### src/rtl/ones_count_if.sv
// Bus between a ones-counter source and the frame accumulator.
//   start, clear, in_valid, y1, y0 : source -> accumulator controls and sample
//   busy, done, sum, overflow      : accumulator -> source status and result
interface ones_count_if #(
    parameter int unsigned SUM_W = 5
);
    logic             start;
    logic             clear;
    logic             in_valid;
    logic             y1;
    logic             y0;
    logic             busy;
    logic             done;
    logic [SUM_W-1:0] sum;
    logic             overflow;

    // Source side: drives the sample and controls, observes the result.
    modport master (
        output start, clear, in_valid, y1, y0,
        input  busy, done, sum, overflow
    );

    // Accumulator side.
    modport slave (
        input  start, clear, in_valid, y1, y0,
        output busy, done, sum, overflow
    );
endinterface

### src/rtl/ones_count_accumulator.sv
// Sums FRAME_LEN accepted 2-bit ones-count samples into a saturating total,
// then reports it with a one-cycle done pulse and a sticky overflow flag.
// Ports:
//   clk    : clock, rising edge
//   rst_n  : asynchronous active-low reset
//   acc_if : ones_count_if.slave (start/clear/in_valid/y1/y0 in;
//            busy/done/sum/overflow out, all registered)
module ones_count_accumulator #(
    parameter int unsigned FRAME_LEN = 8,
    parameter int unsigned CNT_W     = 3,
    parameter int unsigned SUM_W     = 5
) (
    input  logic               clk,
    input  logic               rst_n,
    ones_count_if.slave        acc_if
);
    localparam int unsigned ACC_W = SUM_W + 1;

    localparam logic [1:0] S_IDLE  = 2'd0;
    localparam logic [1:0] S_ACCUM = 2'd1;
    localparam logic [1:0] S_DONE  = 2'd2;

    localparam logic [SUM_W-1:0] SUM_MAX  = {SUM_W{1'b1}};
    localparam logic [CNT_W-1:0] CNT_LAST = CNT_W'(FRAME_LEN - 1);

    logic [1:0]       state_q, state_d;
    logic [CNT_W-1:0] cnt_q,   cnt_d;
    logic [SUM_W-1:0] sum_q,   sum_d;
    logic             ovf_q,   ovf_d;
    logic             busy_q,  busy_d;
    logic             done_q,  done_d;
    logic [ACC_W-1:0] add_c;

    // One extra bit catches the carry out; a single 0..3 add can never wrap twice.
    assign add_c = {1'b0, sum_q} + ACC_W'({acc_if.y1, acc_if.y0});

    // Next-state and result update; clear overrides every other transition.
    always_comb begin
        state_d = state_q;
        cnt_d   = cnt_q;
        sum_d   = sum_q;
        ovf_d   = ovf_q;

        case (state_q)
            S_IDLE: begin
                if (acc_if.start) begin
                    state_d = S_ACCUM;
                    cnt_d   = '0;
                    sum_d   = '0;
                    ovf_d   = 1'b0;
                end
            end
            S_ACCUM: begin
                if (acc_if.in_valid) begin
                    if (add_c[SUM_W]) begin
                        sum_d = SUM_MAX;
                        ovf_d = 1'b1;
                    end else begin
                        sum_d = add_c[SUM_W-1:0];
                    end
                    if (cnt_q == CNT_LAST) begin
                        state_d = S_DONE;
                        cnt_d   = '0;
                    end else begin
                        cnt_d = cnt_q + CNT_W'(1);
                    end
                end
            end
            S_DONE: begin
                state_d = S_IDLE;
            end
            default: begin
                state_d = S_IDLE;
            end
        endcase

        if (acc_if.clear) begin
            state_d = S_IDLE;
            cnt_d   = '0;
            sum_d   = '0;
            ovf_d   = 1'b0;
        end

        // Status flags are registered copies of the upcoming state.
        busy_d = (state_d == S_ACCUM);
        done_d = (state_d == S_DONE);
    end

    // State and output registers.
    always_ff @(posedge clk or negedge rst_n) begin
        if (!rst_n) begin
            state_q <= S_IDLE;
            cnt_q   <= '0;
            sum_q   <= '0;
            ovf_q   <= 1'b0;
            busy_q  <= 1'b0;
            done_q  <= 1'b0;
        end else begin
            state_q <= state_d;
            cnt_q   <= cnt_d;
            sum_q   <= sum_d;
            ovf_q   <= ovf_d;
            busy_q  <= busy_d;
            done_q  <= done_d;
        end
    end

    assign acc_if.busy     = busy_q;
    assign acc_if.done     = done_q;
    assign acc_if.sum      = sum_q;
    assign acc_if.overflow = ovf_q;
endmodule

### src/flat_wrapper.sv
// flat-port wrapper written by rule: the top's interface ports become plain ports
module ones_count_accumulator_flat 
#(
    parameter int unsigned FRAME_LEN = 8,
    parameter int unsigned CNT_W     = 3,
    parameter int unsigned SUM_W     = 5
)
  (clk, rst_n, acc_if_start, acc_if_clear, acc_if_in_valid, acc_if_y1, acc_if_y0, acc_if_busy, acc_if_done, acc_if_sum, acc_if_overflow);
  ones_count_if #(.SUM_W(SUM_W)) acc_if_i ();
  input  logic clk;
  input  logic rst_n;
  input wire logic [$bits(acc_if_i.start)-1:0] acc_if_start;
  input wire logic [$bits(acc_if_i.clear)-1:0] acc_if_clear;
  input wire logic [$bits(acc_if_i.in_valid)-1:0] acc_if_in_valid;
  input wire logic [$bits(acc_if_i.y1)-1:0] acc_if_y1;
  input wire logic [$bits(acc_if_i.y0)-1:0] acc_if_y0;
  output wire logic [$bits(acc_if_i.busy)-1:0] acc_if_busy;
  output wire logic [$bits(acc_if_i.done)-1:0] acc_if_done;
  output wire logic [$bits(acc_if_i.sum)-1:0] acc_if_sum;
  output wire logic [$bits(acc_if_i.overflow)-1:0] acc_if_overflow;
  assign acc_if_i.start = acc_if_start;
  assign acc_if_i.clear = acc_if_clear;
  assign acc_if_i.in_valid = acc_if_in_valid;
  assign acc_if_i.y1 = acc_if_y1;
  assign acc_if_i.y0 = acc_if_y0;
  assign acc_if_busy = acc_if_i.busy;
  assign acc_if_done = acc_if_i.done;
  assign acc_if_sum = acc_if_i.sum;
  assign acc_if_overflow = acc_if_i.overflow;
  ones_count_accumulator #(.FRAME_LEN(FRAME_LEN), .CNT_W(CNT_W), .SUM_W(SUM_W)) u_core (.clk(clk), .rst_n(rst_n), .acc_if(acc_if_i));
endmodule
### config.mk
export PLATFORM = sky130hd
export DESIGN_NAME = ones_count_accumulator_flat
export DESIGN_NICKNAME = d
export VERILOG_FILES = /design/src/rtl/ones_count_if.sv /design/src/rtl/ones_count_accumulator.sv /design/src/flat_wrapper.sv
export SDC_FILE = /design/constraint.sdc
export NUM_CORES = 1
export LEC_CHECK = 0
export ABC_CLOCK_PERIOD_IN_PS = 2360
export BUFFER_PORTS_ARGS = -buffer_cell sky130_fd_sc_hd__buf_2
export CORE_MARGIN = 4
export CORE_UTILIZATION = 30
export CTS_BUF_LIST = sky130_fd_sc_hd__clkbuf_8
export DETAILED_ROUTE_END_ITERATION = 6
export PLACE_DENSITY = 0.52
export SLEW_MARGIN = 20
export SYNTH_ARGS = -nofsm -noshare
export SYNTH_HDL_FRONTEND = slang
export SYNTH_SLANG_ARGS = --single-unit
### constraint.sdc
create_clock -name clk -period 2.36 [get_ports clk]
set_input_delay 0.236 -clock clk [delete_from_list [all_inputs] [get_ports clk]]
set_output_delay 0.236 -clock clk [all_outputs]
set_load 0.01 [all_outputs]
==> metrics.md <==
| Metric | Value |
|---|---|
| Vias/cell | between 5 and 6 |
| Worst-path clk slew | 50 ps |
| Register Area | 325.3 sq um |
| Maxcap violations | 0 |
| Overall global routing resource usage | between 10% and 20% |
| Longest Clk Path Bufs | 2 |
| Clock period minus worst slack | 1570 ps |
| TritonCTS Buffers | 3 |
| Setup TNS | 0 ps |
| Syn Std Cell Area | 673.1 sq um |
| Avg WL per Cell | 13.01 um |
| Seq/Total Area, Yosys | 48.33% |
| Antenna violations before repair | 0 |
| Chip width | 55.37 um |
| Netlist cell types | 28 |
| Worst slew pin tran | 297.3 ps |
| Placer congestion estimate | about 0.74 |
| R2r startpoint | u_core.acc_if.sum[0] |
| Hpwl dp | 1037 um |
| Delay-heaviest family, CP | adder cells |
| Cells after Synth | 58 |
| Final Power | 0.4679 mW |
| Relative slew slack | 80.18% |
| Leakage power | around 0.45 nW |
| Largest net degree at the start of global routing | 14 |
| Ant diodes | 0 |
| Slowest cell on the critical path | fa_1 |
| EDFF count, synth | 0 |
| Root Driver | clkbuf_8 |
| Core box area | ~2000 sq um |
| Dpl cell area | 777.0 sq um |
| Predominant post-synthesis flop cell | dfrtp_1 |
| Fin. max-slew vios | 0 |
| CP peak stage delay | approximately 420 ps |
| Hold Path Sink | u_core.state_q[0] |
| Worst endpoint data arrival time | 1700 ps |
| YS warnings | 0 |
| TritonRoute pass-1 iters | 4 |
| Die area | 3066 sq um |
| Crit start category | flip-flop |
| Chip Height | 55.37 um |
| Global-route wire length before repair | between 2000 and 2500 um |
| Hold path cells | 2 |
| CTS tree | yes |
| Crit path capture type | flip-flop |
| Final Instance Area | around 830 sq um |
| Row count | 16 |
| Hold Vio Cnt, Final | 0 |
| Grt total ovfl | 0 |
| Synth async-reset ratio | 100.0% |
| Seq cells post-synth | 13 |
| F_max | 637.0 MHz |
| Crit path required time | 2490 ps |
| CP max FO | 4 |
| Initial core utilization | between 30% and 40% |
| Syn Nets | 70 |
| Clock Latency Late Sink | 240 ps |
| Setup Skew | 1.509 ps |
| Clock Sinks | 13 |
| H-tree levels | 1 |
| Multi-input gate area | about 340 sq um |
| Routed wire length | about 1400 um |
| Number of fillers in the final layout | 221 |
| Layout area overhead | 23.61% |
| Vias in the first global route | 508 |
| Status | finished clean |
| Final setup fails | 0 |
| Worst R2R Path Depth | 5 |
| VDD IR max | 0.0002652 V |
| Critical Setup Path Class | flip-flop to flip-flop |
| Hold wc startpoint | acc_if_clear |
| Layout net count | 90 |
| Remaining DRCs | 0 |
| Syn Area/Cell | 11.61 sq um |
| Crit-path cells | ha_1, fa_1, nand2b_1, a21oi_1, a211o_1 |
| PwrDens | 562.3 nW/um^2 |
| DRT iter0 DRCs | 16 |
| Share of cells above drive strength 1 | 23.38% |
| Hold WC Path Type | input port to flip-flop |
| Final worst path period share | 66.52% |
| PortBufs | 14 |
| Reg2Reg Setup Slack | 790 ps |
| CP Buf/Inv Count | 0 |
| Routed Antenna Nets | 0 |
| RSZ-0062 raised after global routing | false |
| Via count | approximately 530 |
| R2r endpoint | u_core.acc_if.sum[2] |
| Top-level port count | 15 |
==> final cells by class <==
cell class / instances / share of cell area, %
inverter: 1 / 0.4511
sequential: 13 / 39.10
tap: 27 / 4.060
timing repair buffer: 15 / 9.624
multi-input combinational: 44 / 41.35
clock buffer: 3 / 4.962
clock inverter: 1 / 0.4511
==> flip-flops by register name, summed over array words and instances (netlist names) <==
register,count
u_core.acc_if.sum,5
u_core.state_q,2
u_core.cnt_q,3
u_core.acc_if.done,1
u_core.acc_if.busy,1
u_core.acc_if.overflow,1
==> worst max path at each step <==
| stage | startpoint | cells past startpoint | to |
|---|---|---|---|
| finish | u_core.acc_if.sum[0] | 5 | u_core.acc_if.sum[2] |
| CTS | u_core.acc_if.sum[0] | 5 | u_core.acc_if.sum[2] |
| global route | u_core.acc_if.sum[0] | 5 | u_core.acc_if.sum[2] |
| floorplan | u_core.acc_if.sum[0] | 5 | u_core.acc_if.sum[2] |
| global placement | u_core.acc_if.sum[0] | 5 | u_core.acc_if.sum[2] |
| detailed placement | u_core.acc_if.sum[0] | 5 | u_core.acc_if.sum[2] |
==> per-layer routing <==
layer | share of wire, % | global-route usage [%] | wire length [um] | up-vias
met2 | 44 | 14.86 | 602 | 12
li1 | - | - | - | 267
met1 | 47 | 12.34 | 641 | 249
met4 | 2.4 | 7.292 | 33 | 0
met5 | 0 | 0 | 0 | -
met3 | 5.5 | 3.263 | 75 | 4
==> metrics by stage <==
| stage | utilization, % | hold slack (ps) | setup slack [ps] | instances |
|---|---|---|---|---|
| 5_1_grt | 40.75 | 267.6 | 726.9 | 104 |
| 6_report | 40.75 | 248.7 | 790.1 | 104 |
| 2_1_floorplan | - | -59.59 | 809.5 | 58 |
| 3_3_place_gp | 38.05 | 146.6 | 813.2 | 99 |
| 3_5_place_dp | 38.05 | 144.3 | 793.8 | 99 |
| 4_1_cts | 40.75 | 246.7 | 785.4 | 104 |
==> synthesized netlist by cell type, drive strengths merged, types with 2 or more instances <==
library cell	count	area share, %
nor3	4	3.0
and3	3	2.8
and2	2	1.9
ha	4	7.4
o2bb2ai	2	2.6
dfrtp	13	48
a21oi	5	3.7
o21ai	2	1.5
a21o	2	2.2
nand2b	2	1.9
a41oi	2	2.6
==> cell families after synthesis <==
| group | share of synthesized area, % |
|---|---|
| AO/OA/AOI/OAI | 20.26 |
| adder cells (fa/ha/maj) | 10.41 |
| buffers and inverters | 0.5571 |
| flip-flops | 48.33 |
| multiplexers | 3.160 |
| AND/OR/NAND/NOR | 17.29 |
==> worst reg2reg max path: cells and delay by family, from the launching register on <==
family,cells,cell delay (ps)
flip-flops,1,390
AO/OA/AOI/OAI,2,330
AND/OR/NAND/NOR,1,90
adder cells (fa/ha/maj),2,650
==> layout by cell type, fill, tap and decap left out, types with 2 or more instances in the layout <==
cell type	count
ha_1	4
o21ai_0	2
nand2b_1	2
and2_1	2
dfrtp_1	13
nor3_1	4
a41oi_1	2
a21o_1	2
o2bb2ai_1	2
buf_2	14
and3_1	3
clkbuf_8	3
a21oi_1	5
inv_1	2
==> where the power goes <==
part	leakage [nW]	internal, mW	switching [mW]
Sequential	0.178	0.228	0.00468
Combinational	0.241	0.0187	0.0244
Clock	0.0269	0.115	0.0772
==> repair_timing <==
action,4_1_cts,5_1_grt
buffers inserted,0,0
gates resized for setup,0,0
hold endpoints to repair,13,0
hold buffers,1,0
Power figures use the tool's default switching activity.
